<file path="config.mk">
export PLATFORM = sky130hd
export DESIGN_NAME = seg_scan_ctrl
export DESIGN_NICKNAME = d
export VERILOG_FILES = /design/src/rtl/seg_scan_ctrl.sv
export SDC_FILE = /design/constraint.sdc
export NUM_CORES = 1
export LEC_CHECK = 0
export BUFFER_PORTS_ARGS = -buffer_cell sky130_fd_sc_hd__buf_2
export CAP_MARGIN = 25
export CORE_MARGIN = 4
export CORE_UTILIZATION = 50
export DETAILED_ROUTE_END_ITERATION = 8
export GPL_TIMING_DRIVEN = 0
export PLACE_DENSITY_LB_ADDON = 0.3
export SETUP_SLACK_MARGIN = 0.5
export SYNTH_ARGS = -nofsm -noshare
export SYNTH_HDL_FRONTEND = slang
export SYNTH_SLANG_ARGS = --single-unit
</file>
<file path="constraint.sdc">
create_clock -name clk -period 2.43 [get_ports clk]
set_clock_uncertainty 0.05 [all_clocks]
set_input_delay 0.3645 -clock clk [delete_from_list [all_inputs] [get_ports clk]]
set_output_delay 0.3645 -clock clk [all_outputs]
set_load 0.1 [all_outputs]
</file>
<file path="src/rtl/seg_scan_ctrl.sv">
`default_nettype none
// ============================================================================
// Module   : seg_scan_ctrl
// Brief    : Time-multiplexed 7-segment scan controller with inter-digit
//            blanking, leading-zero suppression and double-buffered digits.
// Revision : 1.0 - initial release
// ============================================================================
module seg_scan_ctrl #(
    parameter int NUM_DIGITS   = 4,
    parameter int REFRESH_DIV  = 100000,
    parameter int BLANK_CYCLES = 16,
    parameter int LZ_SUPPRESS  = 1
) (
    input  logic                    clk,
    input  logic                    rst,
    input  logic [4*NUM_DIGITS-1:0] digits_in,
    input  logic [NUM_DIGITS-1:0]   dp_in,
    input  logic                    load,
    output logic [3:0]              bindata,
    output logic [NUM_DIGITS-1:0]   anode,
    output logic                    dp,
    output logic                    frame_done
);

    localparam int c_CW = (REFRESH_DIV > 1) ? $clog2(REFRESH_DIV) : 1;
    localparam int c_IW = (NUM_DIGITS > 1) ? $clog2(NUM_DIGITS) : 1;
    localparam logic [c_CW-1:0] c_CNT_LAST = c_CW'(REFRESH_DIV - 1);
    localparam logic [c_IW-1:0] c_IDX_LAST = c_IW'(NUM_DIGITS - 1);

    localparam logic [0:0] c_ST_BLANK = 1'b0;
    localparam logic [0:0] c_ST_DRIVE = 1'b1;

    logic [c_CW-1:0]         r_cnt;
    logic [c_IW-1:0]         r_idx;
    logic [0:0]              r_state;
    logic [4*NUM_DIGITS-1:0] r_shadow_dig;
    logic [NUM_DIGITS-1:0]   r_shadow_dp;
    logic [4*NUM_DIGITS-1:0] r_active_dig;
    logic [NUM_DIGITS-1:0]   r_active_dp;
    logic [3:0]              r_bindata;
    logic [NUM_DIGITS-1:0]   r_anode;
    logic                    r_dp;
    logic                    r_frame_done;

    logic                    w_slot_end;
    logic                    w_wrap;
    logic [c_CW-1:0]         w_cnt_nxt;
    logic [c_IW-1:0]         w_idx_nxt;
    logic [0:0]              w_state_nxt;
    logic                    w_past_blank;
    logic [4*NUM_DIGITS-1:0] w_active_dig_nxt;
    logic [NUM_DIGITS-1:0]   w_active_dp_nxt;
    logic [3:0]              w_nib [NUM_DIGITS];
    logic [NUM_DIGITS-1:0]   w_supp;
    logic [NUM_DIGITS-1:0]   w_sel;
    logic                    w_lit;

    assign w_slot_end = (r_cnt == c_CNT_LAST);
    assign w_wrap     = w_slot_end && (r_idx == c_IDX_LAST);
    assign w_cnt_nxt  = w_slot_end ? '0 : r_cnt + 1'b1;
    assign w_idx_nxt  = w_wrap ? '0 : (w_slot_end ? r_idx + 1'b1 : r_idx);

    // A load landing on the wrap cycle bypasses the shadow so the new frame
    // starts with the freshest data.
    assign w_active_dig_nxt = w_wrap ? (load ? digits_in : r_shadow_dig) : r_active_dig;
    assign w_active_dp_nxt  = w_wrap ? (load ? dp_in : r_shadow_dp) : r_active_dp;

    for (genvar gi = 0; gi < NUM_DIGITS; gi++) begin : g_digit
        assign w_nib[gi] = w_active_dig_nxt[4*gi +: 4];
    end

    generate
        if (LZ_SUPPRESS != 0 && NUM_DIGITS > 1) begin : g_lz
            // w_zero_hi[i]: digits i..top are all zero with no decimal point.
            logic [NUM_DIGITS-1:1] w_zero_hi;
            assign w_zero_hi[NUM_DIGITS-1] = (w_nib[NUM_DIGITS-1] == 4'h0) &&
                                             !w_active_dp_nxt[NUM_DIGITS-1];
            for (genvar gi = 1; gi < NUM_DIGITS-1; gi++) begin : g_chain
                assign w_zero_hi[gi] = w_zero_hi[gi+1] && (w_nib[gi] == 4'h0) &&
                                       !w_active_dp_nxt[gi];
            end
            assign w_supp = {w_zero_hi, 1'b0};
        end else begin : g_no_lz
            assign w_supp = '0;
        end
    endgenerate

    generate
        if (BLANK_CYCLES > 0) begin : g_blank
            assign w_past_blank = (w_cnt_nxt >= c_CW'(BLANK_CYCLES));
        end else begin : g_no_blank
            assign w_past_blank = 1'b1;
        end
    endgenerate

    always_comb begin
        w_state_nxt = r_state;
        case (r_state)
            c_ST_BLANK: if (w_past_blank) w_state_nxt = c_ST_DRIVE;
            c_ST_DRIVE: if (w_slot_end && (BLANK_CYCLES > 0)) w_state_nxt = c_ST_BLANK;
        endcase
    end

    // Outputs are computed from next-cycle cnt/idx so they line up with the
    // registered counters.
    assign w_sel = NUM_DIGITS'(1) << w_idx_nxt;
    assign w_lit = (w_state_nxt == c_ST_DRIVE) && !w_supp[w_idx_nxt];

    always_ff @(posedge clk or posedge rst) begin
        if (rst) begin
            r_cnt        <= '0;
            r_idx        <= '0;
            r_state      <= c_ST_BLANK;
            r_shadow_dig <= '0;
            r_shadow_dp  <= '0;
            r_active_dig <= '0;
            r_active_dp  <= '0;
            r_bindata    <= 4'hF;
            r_anode      <= '1;
            r_dp         <= 1'b1;
            r_frame_done <= 1'b0;
        end else begin
            r_cnt        <= w_cnt_nxt;
            r_idx        <= w_idx_nxt;
            r_state      <= w_state_nxt;
            r_active_dig <= w_active_dig_nxt;
            r_active_dp  <= w_active_dp_nxt;
            if (load) begin
                r_shadow_dig <= digits_in;
                r_shadow_dp  <= dp_in;
            end
            r_frame_done <= w_wrap;
            if (w_lit) begin
                r_anode   <= ~w_sel;
                r_bindata <= w_nib[w_idx_nxt];
                r_dp      <= ~w_active_dp_nxt[w_idx_nxt];
            end else begin
                r_anode   <= '1;
                r_bindata <= 4'hF;
                r_dp      <= 1'b1;
            end
        end
    end

    assign bindata    = r_bindata;
    assign anode      = r_anode;
    assign dp         = r_dp;
    assign frame_done = r_frame_done;

endmodule
`default_nettype wire

</file>
-- Word-level counts from Yosys, hierarchy flattened
Cells that the tools add are included.
- bitwise operators: 4
- eq/ne operators: 2
- shift-type cells: 1
- add/sub/neg operators: 2
- muxes and demuxes: 20
- reductions and logical operators: 14
- magnitude comparators: 3
- operator list (operator ; count):
    2-to-1 mux 16 bit ; 2
    2-to-1 mux 4 bit ; 6
    adder 17 x 1 -> 17 bit (second input constant) ; 1
    == test 17 bit (second input constant) ; 1
    greater-or-equal comparator 17 x 5 -> 1 bit (second input constant) ; 1
    2-to-1 mux 17 bit ; 1
    zero test 4 bit ; 3
    binary-select mux 4 bit (select 2 bit) ; 1
    logical AND 1 bit ; 7
    2-to-1 mux 1 bit ; 5
    binary-select mux 1 bit (select 2 bit) ; 2
    zero test 1 bit ; 4
    2-to-1 mux 2 bit ; 2
    NOT 4 bit ; 1
    left shift 1 x 2 -> 4 bit (first input constant) ; 1
    greater-or-equal comparator 3 bit (second input constant) ; 1
    < comparator 2 x 3 -> 1 bit (second input constant) ; 1
    NOT 2 -> 3 bit ; 1
    adder 2 x 1 -> 2 bit (second input constant) ; 1
    == test 2 bit (second input constant) ; 1
    NOT 1 bit ; 2
    case mux 1 bit (2 select lines) ; 1
- bits in registers: 70

-- Depth between registers and ports, before layout
Gate-level depths: netlist of run 1.
- depth after elaboration: 14
- depth in mapped cells: 11
- gate-level depth less buffers: 8

-- Least setup slack after synthesis of run 1
Ideal clock, no wire load.
- path type: reg-to-reg
- from: reg r_cnt[13]
- to: reg r_dp, in the netlist dp
- period minus slack after synthesis: 2.701 ns
- data required time: 2.317 ns
- arrival: 2.588 ns
- cell stages (with the launch flop): 10
- buffers on the path: 2
- setup slack: -0.271 ns
- cells stage by stage: dfrtp_1 -> buf_2 -> or4b_4 -> nor3_4 -> and2_1 -> buf_6 -> mux2i_1 -> and2b_1 -> a222oi_1 -> nand2b_1
- longest elaborated chain between the ends: 14
- ends and longest elaborated chain (what ; RTL line ; text):
    from (decl) ; 33 ; logic [c_CW-1:0] r_cnt;
    from (signal assigned) ; 123 ; r_cnt <= w_cnt_nxt;
    parallel branches: the longest is 13 deep, another holds adder 17 x 1 -> 17 bit ; -- ;
    2-to-1 mux 1 bit (*) ; 133 ; if (w_lit) begin
    to (signal assigned) ; 136 ; r_dp <= ~w_active_dp_nxt[w_idx_nxt];
    to (decl) ; 42 ; logic r_dp;
Every way passes the cells marked *. The select of a mux whose other input is x is not followed.

-- Worst setup path in the final report of run 1
Same ends and word-level chain as after synthesis.

==> results of run 1 <==
final cells by class:
| cell class | count | area (um2) | area share |
|---|---|---|---|
| sequential | 70 | 1767 | 0.4052 |
| multi-input combinational | 194 | 1627 | 0.3730 |
| timing repair buffer | 64 | 491.7 | 0.1128 |
| buffer | 12 | 140.1 | 0.03214 |
| clock buffer | 9 | 123.9 | 0.02841 |
| tap | 77 | 96.34 | 0.02209 |
| clock inverter | 7 | 73.82 | 0.01693 |
| inverter | 10 | 41.29 | 0.009469 |
synthesized netlist by cell type (3+ instances only):
library cell	number
a222oi_1	4
and3_1	4
and4_1	3
buf_2	5
clkbuf_1	4
dfrtp_1	61
dfstp_2	9
inv_1	10
mux2_1	4
mux2_2	24
mux2i_1	8
nand2_1	35
nand3_1	11
nand4_1	7
nor2_1	19
nor3_1	5
o21ai_0	7
or3_1	3
or4_1	3
xnor2_1	12
xor2_1	6
repair_timing:
item,CTS,global route
resized for setup,55,24
pin swaps,4,12
setup endpoints to repair,40,40
gates cloned,2,1
hold buffers,0,0
setup buffers,11,18
power groups by stage:
| stage | sequential [mW] | clock [mW] | combinational (mW) |
|---|---|---|---|
| 2_1_floorplan | 1.23 | 0 | 0.0701 |
| 3_3_place_gp | 1.23 | 0 | 0.103 |
| 3_5_place_dp | 1.23 | 0 | 0.110 |
| 4_1_cts | 1.21 | 0.946 | 0.112 |
| 5_1_grt | 1.21 | 1.01 | 0.126 |
| 6_report | 1.21 | 0.935 | 0.110 |
kinds of logic (layout without fill, tap and decap cells):
| kind of cell | after synthesis | after routing | synth area share |
|---|---|---|---|
| flops | 70 | 70 | 0.5415 |
| fa+ha+maj | 2 | 2 | 0.007685 |
| buf+inv | 22 | 102 | 0.03190 |
| mux | 38 | 38 | 0.1330 |
| simple gates | 110 | 111 | 0.1799 |
| compound gates | 25 | 25 | 0.05765 |
| xor+xnor | 18 | 18 | 0.04842 |
layer usage:
metal / vias up / part of all wire
li1: 1162 / -
met1: 1242 / 0.43
met2: 106 / 0.49
met3: 21 / 0.052
met4: 0 / 0.027
met5: - / 0
state kept, by name, indices dropped and copies added, names as in the netlist:
register,count
r_idx,2
r_active_dig,16
r_state,1
r_active_dp,4
anode,4
r_shadow_dp,4
frame_done,1
bindata,4
dp,1
r_cnt,17
r_shadow_dig,16
worst min path at each step:
stage                                 end  depth (start not counted)  slack (ns)
final                            r_cnt[3]                          2        0.09
after global routing             r_cnt[3]                          2        0.13
after CTS                        r_cnt[3]                          2        0.10
after detailed placement  r_active_dig[2]                          2        0.42
after global placement    r_active_dig[2]                          2        0.40
after floorplan           r_active_dig[2]                          2        0.38
stage by stage:
step           hold WS, ns  power (mW)  std cells
3_5_place_dp        0.4207       1.338        395
2_1_floorplan       0.3838       1.295        285
3_3_place_gp        0.4032       1.330        394
6_report           0.09035       2.251        443
5_1_grt             0.1314       2.347        443
4_1_cts             0.1009       2.264        424
==> impl_metrics.tcl, run 1 <==
set metrics [dict create \
    drtAntennaViolNets 0 \
    required_ns 2.66 \
    grt_use_met1 0.2804 \
    drive_gt1_frac 0.4754 \
    viasPerCell 5.713 \
    end_kind "flop" \
    syn_area_mm2 0.003256 \
    grt_remaining_overflow 0 \
    synth_edf_count 0 \
    grt_max_degree 39 \
    r2r_cells 10 \
    synth_area_leaders "dfrtp_1, mux2_2, dfstp_2" \
    ctsLongestPathBuffers 2 \
    port_buffers 32 \
    initial_core_util 0.5127 \
    yosysSeqAreaShare 0.5415 \
    status "complete, but fails checks" \
    final_common_cell "dfrtp_1" \
    p_comb_frac 0.049 \
    syn_nets 310 \
    swShare 0.2350 \
    setup_tns_ns -2.525 \
    power_frac_clock 0.416 \
    crit_buf_inv 3 \
    dp_slack_ns -0.5854 \
    max_cap_viol_count 0 \
    row_count 29 \
    relSlewSlack 0.5127 \
    yosysTopAreaCellShare 0.4689 \
    setup_ws_ns -0.5205 \
    drt_pass1_iterations 5 \
    fmax_ghz 0.3389 \
    yosysTopAreaCell "dfrtp_1" \
    cp-startpoint "r_cnt[13]" \
    hpwlAfterDp_um 4639 \
    cts_buffers 9 \
    tightest_slew_ns 0.7294 \
    cp_common_cell "buf_6" \
    cts.sinks 70 \
    synth_warnings 0 \
    power.internal_mw 1.722 \
    final_util 0.6867 \
    cts_root_buf "clkbuf_8" \
    synthCells 285 \
    antenna_found_initial 0 \
    ys_ff_latch 70 \
    seq_power_share 0.535 \
    dieArea_mm2 0.007866 \
    final_area_mm2 0.004360 \
    drv_slew 0 \
    ios 33 \
    die_y_um 88.69 \
    insertion_delay_ns 0.34 \
    final.min_clock_period_ns 2.951 \
    cpPeakStageDelay_ns 0.51 \
    slowest_stage "a222oi_1" \
    area_growth_pct 33.94 \
    grt_first_pass_wirelength_um 12010 \
    die_w_um 88.69 \
    worst_r2r_endpoint "dp" \
    p_switching_mw 0.5289 \
    setup_viol 10 \
    track_usage 0.2034 \
    worst-setup-path-type "reg2reg" \
    worstPathCellList "buf_6 > or4b_4 > nor3_4 > and2_4 > buf_6 > buf_12 > mux2i_4 > and2b_2 > a222oi_1 > nand2b_1" \
    r2r_start "r_cnt[13]" \
    use_met3 0.03724 \
    path_clk_slew_ns 0.08 \
    setup.worst_path.end "dp" \
    ys_types 53 \
    antennaDiodeCount 0 \
    grt_use_met2 0.3084 \
    p_per_area_mw_per_mm2 516.2 \
    place_area_mm2 0.003605 \
    final_cell_mix "dfrtp_1, buf_2, nand2_1, buf_4, mux2_2" \
    rsz0062_at_grt "yes" \
    min_path_type "in2async" \
    finalHoldViolations 0 \
    routed_wl_um 7719 \
    gp_congestion 0.8717 \
    setup.worst_path.start_class "flop" \
    cts_tree "built" \
    path_delay_family "simple AND/OR/NAND/NOR gates" \
    rrSetupSlack_ns -0.52 \
    grt_pass1_vias 2445 \
    power_leakage_nw 1.965 \
    wl_per_cell_um 17.42 \
    async_flop_share 1.000 \
    drtIter0Drc 196 \
    vias 2531 \
    avgSynthCellArea_um2 11.42 \
    vdd_ir_drop_max_mv 0.4696 \
    fin_crit_sh 1.214 \
    nets 386 \
    violations "negative setup slack" \
    yosys_most_used_dff "dfrtp_1" \
    nFillCells 454 \
    worst_ep_arrival_time_ns 3.18 \
    post-route-drc-count 0 \
    cp_max_fo 5 \
    top_usage_layer "met2" \
    h-tree-depth 3 \
    core_area_mm2 0.006350 \
    cp.depth 10 \
]
No activity file was read; power rests on OpenSTA's default activity.
==> run 2: changes to the inputs <==
==> constraint.sdc (replaced) <==
create_clock -name clk -period 2.43 [get_ports clk]
set_clock_uncertainty 0.05 [all_clocks]
set_input_delay 0.1215 -clock clk [delete_from_list [all_inputs] [get_ports clk]]
set_output_delay 0.1215 -clock clk [all_outputs]
set_load 0.1 [all_outputs]
==> run 2 against run 1 <==
Against the previous run: worst setup slack gained 0.16 ns; sequential power about the same; total power grew 0.58%; the flow still finishes with violations (negative setup slack).
==> impl_metrics.tcl, run 2 (same netlist as run 1, synthesis figures left out) <==
set metrics [dict create \
    status "complete, but fails checks" \
    violations "negative setup slack" \
    cp-startpoint "r_cnt[13]" \
    reg_top3 "r_cnt: 17 flops, r_active_dig: 16 flops, r_shadow_dig: 16 flops" \
    ctsLongestPathBuffers 2 \
    track_usage 0.2138 \
    setup_tns_ns -1.885 \
    grt_max_degree 71 \
    setup_ws_ns -0.3600 \
    setup.worst_path.end "bindata[3]" \
    ios 33 \
    setup_viol 9 \
    swShare 0.2218 \
    dieArea_mm2 0.007866 \
    end_kind "flop" \
    power_leakage_nw 2.095 \
    largest_reg_flops 17 \
    viasPerCell 5.625 \
    final_cell_mix "dfrtp_1, buf_2, nand2_1, buf_4, buf_6" \
    row_count 29 \
    initial_core_util 0.5127 \
    cts_tree "built" \
    grt_first_pass_wirelength_um 12560 \
    drv_slew 0 \
    vias 2627 \
    drtAntennaViolNets 0 \
    worst-setup-path-type "reg2reg" \
    hpwlAfterDp_um 4565 \
    final_cells 467 \
    p_comb_frac 0.055 \
    nFillCells 412 \
    h-tree-depth 3 \
    rsz0062_at_grt "yes" \
    port_buffers 32 \
    p_per_area_mw_per_mm2 505.4 \
    die_w_um 88.69 \
    area_growth_pct 37.59 \
    cp_max_fo 7 \
    vdd_ir_drop_max_mv 0.3185 \
    final_common_cell "dfrtp_1" \
    cts_root_buf "clkbuf_8" \
    worst_ep_arrival_time_ns 2.98 \
    top_register "r_cnt" \
    insertion_delay_ns 0.34 \
    drt_pass1_iterations 6 \
    drive_gt1_frac 0.4359 \
    path_clk_slew_ns 0.08 \
    required_ns 2.62 \
    dp_slack_ns -0.4564 \
    r2r_cells 10 \
    antenna_found_initial 0 \
    setup.worst_path.start_class "flop" \
    antennaDiodeCount 0 \
    relSlewSlack 0.4452 \
    final_area_mm2 0.004479 \
    cts.sinks 70 \
    fmax_ghz 0.3584 \
    p_switching_mw 0.5021 \
    finalHoldViolations 0 \
    drtIter0Drc 178 \
    grt_remaining_overflow 0 \
    nets 410 \
    worst_r2r_endpoint "bindata[3]" \
    tightest_slew_ns 0.8322 \
    min_path_type "in2reg" \
    final.min_clock_period_ns 2.790 \
    place_area_mm2 0.003583 \
    wl_per_cell_um 17.11 \
    die_y_um 88.69 \
    place_inst 394 \
    cts_buffers 9 \
    max_cap_viol_count 0 \
    power_frac_clock 0.412 \
    r2r_start "r_cnt[13]" \
    power.internal_mw 1.762 \
    gp_congestion 0.8583 \
    post-route-drc-count 0 \
    grt_pass1_vias 2554 \
    seq_power_share 0.533 \
    seqCellArea_mm2 0.001765 \
    core_area_mm2 0.006350 \
    rrSetupSlack_ns -0.36 \
    multi_input_area_mm2 0.001554 \
    min_path_cells 3 \
    routed_wl_um 7990 \
    fin_crit_sh 1.148 \
]
-- run 2: worst min path at each step --
stage                       from              end
global placement    digits_in[5]  r_shadow_dig[5]
CTS                 digits_in[9]  r_shadow_dig[9]
detailed placement           rst  r_shadow_dig[2]
floorplan           digits_in[9]  r_shadow_dig[9]
finish              digits_in[9]  r_shadow_dig[9]
global route            dp_in[2]   r_shadow_dp[2]
-- run 2: critical path, stage by stage (launching register included) --
cell      delay [ns]
dfrtp_1         0.38
buf_6           0.12
or4b_4          0.51
nor3_4          0.19
and2_4          0.18
buf_6           0.12
mux2i_4         0.24
buf_12          0.15
mux2_4          0.30
a222oi_1        0.31
nand2_1         0.15
-- run 2: through the flow --
| step | utilization | power, mW | hold WS [ns] |
|---|---|---|---|
| 3_5_place_dp | 0.5643 | 1.334 | 0.3073 |
| 6_report | 0.7054 | 2.264 | 0.008856 |
| 5_1_grt | 0.7054 | 2.358 | 0.01028 |
| 2_1_floorplan | - | 1.295 | 0.2282 |
| 4_1_cts | 0.6900 | 2.288 | 0.002957 |
| 3_3_place_gp | 0.5639 | 1.328 | 0.3293 |
-- run 2: area by class of cell --
cell class | count | share of cell area
tap | 77 | 0.02151
multi-input combinational | 193 | 0.3469
clock inverter | 5 | 0.01313
timing repair buffer | 89 | 0.1587
clock buffer | 11 | 0.03156
sequential | 70 | 0.3941
inverter | 10 | 0.008939
buffer | 12 | 0.02514
-- run 2: timing repair --
action	in CTS	in global routing
endpoints found under the hold margin	75	0
resized for setup	49	13
hold buffers	15	0
gates cloned	0	0
endpoints found under the setup margin	40	42
pin swaps	15	13
buffers inserted	35	7
-- run 2: routing by layer --
layer	share of wire	vias up	track usage
li1	-	1207	-
met1	0.44	1291	0.2802
met2	0.48	102	0.3367
met3	0.053	27	0.03538
met4	0.032	0	0.1195
met5	0	-	0
-- run 2: power by group through the flow --
stage	clock network (mW)	logic, mW	registers (mW)
after CTS	0.955	0.128	1.21
after global placement	0	0.102	1.23
after global routing	1.01	0.142	1.21
final	0.933	0.125	1.21
after floorplan	0	0.0697	1.23
after detailed placement	0	0.106	1.23
==> run 3: changes to the inputs <==
- REMOVE_ABC_BUFFERS: unset -> 1
==> run 3 against run 2 <==
Against the previous run: total power grew 0.91%; largest cell class unchanged; critical endpoint is now dp; the run still ends with negative setup slack left; sequential power is essentially flat; worst hold slack improved by 0.0097 ns.
==> impl_metrics.tcl, run 3 (same netlist as run 1, synthesis figures left out) <==
set metrics [dict create \
    track_usage 0.2036 \
    core_area_mm2 0.006350 \
    ctsLongestPathBuffers 2 \
    drtAntennaViolNets 0 \
    path_clk_slew_ns 0.07 \
    drtIter0Drc 203 \
    grt_remaining_overflow 0 \
    initial_core_util 0.5127 \
    gp_congestion 0.8589 \
    violations "negative setup slack" \
    drt-met1-wl_um 3281 \
    grt_max_degree 71 \
    fmax_ghz 0.3690 \
    wl_met3_um 429 \
    die_y_um 88.69 \
    tightest_slew_ns 0.8402 \
    largest_reg_flops 17 \
    dp_slack_ns -0.9789 \
    die_w_um 88.69 \
    setup_ws_ns -0.2797 \
    routed_wl_um 7682 \
    fin_crit_sh 1.115 \
    total_power_mw 2.285 \
    finalHoldViolations 0 \
    antennaDiodeCount 0 \
    setup_tns_ns -1.579 \
    wl_per_cell_um 16.81 \
    antenna_found_initial 0 \
    relSlewSlack 0.4399 \
    worstPathCellList "or4b_4 > nor3_4 > and2_4 > mux2i_4 > buf_6 > mux2_4 > a222oi_1 > nand2b_1" \
    reg_top3 "r_cnt: 17 flops, r_active_dig: 16 flops, r_shadow_dig: 16 flops" \
    cp_max_fo 4 \
    power_leakage_nw 1.983 \
    final_common_cell "dfrtp_1" \
    final_cell_mix "dfrtp_1, buf_2, nand2_1, buf_4, dlygate4sd3_1" \
    dieArea_mm2 0.007866 \
    vdd_ir_drop_max_mv 0.3546 \
    rsz0062_at_grt "yes" \
    max_cap_viol_count 0 \
    insertion_delay_ns 0.35 \
    cts.sinks 70 \
    required_ns 2.66 \
    status "complete, but fails checks" \
    setup.worst_path.start_class "flop" \
    cts_tree "built" \
    nFillCells 434 \
    worst-setup-path-type "reg2reg" \
    setup_viol 9 \
    end_kind "flop" \
    min_path_type "in2reg" \
    post-route-drc-count 0 \
    final.min_clock_period_ns 2.710 \
    worst_ep_arrival_time_ns 2.94 \
    whs_ns 0.01852 \
    nets 400 \
    met2WireLength_um 3780 \
    cpPeakStageDelay_ns 0.56 \
    drive_gt1_frac 0.4447 \
    area_growth_pct 34.93 \
    drt_pass1_iterations 9 \
    top_register "r_cnt" \
    slowest_stage "or4b_4" \
    multi_input_area_mm2 0.001580 \
    place_area_mm2 0.003448 \
    drv_slew 0 \
    row_count 29 \
    hpwlAfterDp_um 4340 \
    ios 33 \
    seqCellArea_mm2 0.001770 \
    grt_pass1_vias 2530 \
    viasPerCell 5.554 \
    port_buffers 32 \
    p_per_area_mw_per_mm2 520.0 \
    cts_buffers 9 \
    h-tree-depth 3 \
    vias 2538 \
    final_area_mm2 0.004393 \
    dr.max_layer_used "met4" \
    cts_root_buf "clkbuf_8" \
    grt_first_pass_wirelength_um 12000 \
]
[run 3: cell count changes in the layout (fill, tap and decap cells not counted), sizes merged]
cell / before / now
dlygate4sd3: 15 / 18
buf: 82 / 72
clkinvlp: 2 / 1
clkinv: 2 / 3
clkbuf: 15 / 11
and3: 4 / 5
[run 3: area by class of cell]
type / count / area share
clock inverters: 5 / 0.01367
flip-flops and latches: 70 / 0.4030
inverters: 10 / 0.009684
multi-input cells: 194 / 0.3597
repair buffers: 90 / 0.1598
clock buffers: 11 / 0.03218
well taps: 77 / 0.02193
[run 3: what timing repair did]
item	4_1_cts	5_1_grt
cloned	1	0
setup endpoints to repair	40	39
buffers inserted	26	14
hold buffers	18	0
gates resized for setup	64	12
endpoints found under the hold margin	78	0
pin swaps	14	9
[run 3: critical path, delay by kind of cell (launching register included)]
kind	cells	cell delay [ns]
compound gates	1	0.22
buf+inv	1	0.14
flops	1	0.41
mux	2	0.57
simple gates	4	1.25
[run 3: per-layer routing]
layer,track usage,vias up
met4,0.1071,0
met2,0.3212,89
met1,0.2594,1248
li1,-,1187
met5,0,-
met3,0.04935,14
[run 3: worst paths after layout]
path                                       from          endpoint  slack (ns)  depth (start not counted)
worst max-delay path                   r_cnt[8]                dp       -0.28                          8
worst min-delay path              digits_in[15]  r_shadow_dig[15]        0.02                          2
worst max register to register         r_cnt[8]                dp       -0.28                          8
worst min register to register  r_active_dig[2]   r_active_dig[2]        0.44                          2
max in group asynchronous                   rst          r_cnt[8]        1.28                          3
min in group asynchronous                   rst         r_cnt[13]        0.43                          3
[run 3: per-stage QoR]
step	std cells	util
2_1_floorplan	273	-
3_3_place_gp	382	0.5427
6_report	457	0.6918
3_5_place_dp	382	0.5431
4_1_cts	443	0.6676
5_1_grt	457	0.6918
[run 3: power breakdown]
group / total (mW) / switching, mW / leakage [nW] / internal, mW
Sequential: 1.21 / 0.00919 / 0.813 / 1.20
Combinational: 0.132 / 0.0664 / 1.07 / 0.0659
Clock: 0.945 / 0.441 / 0.0995 / 0.504
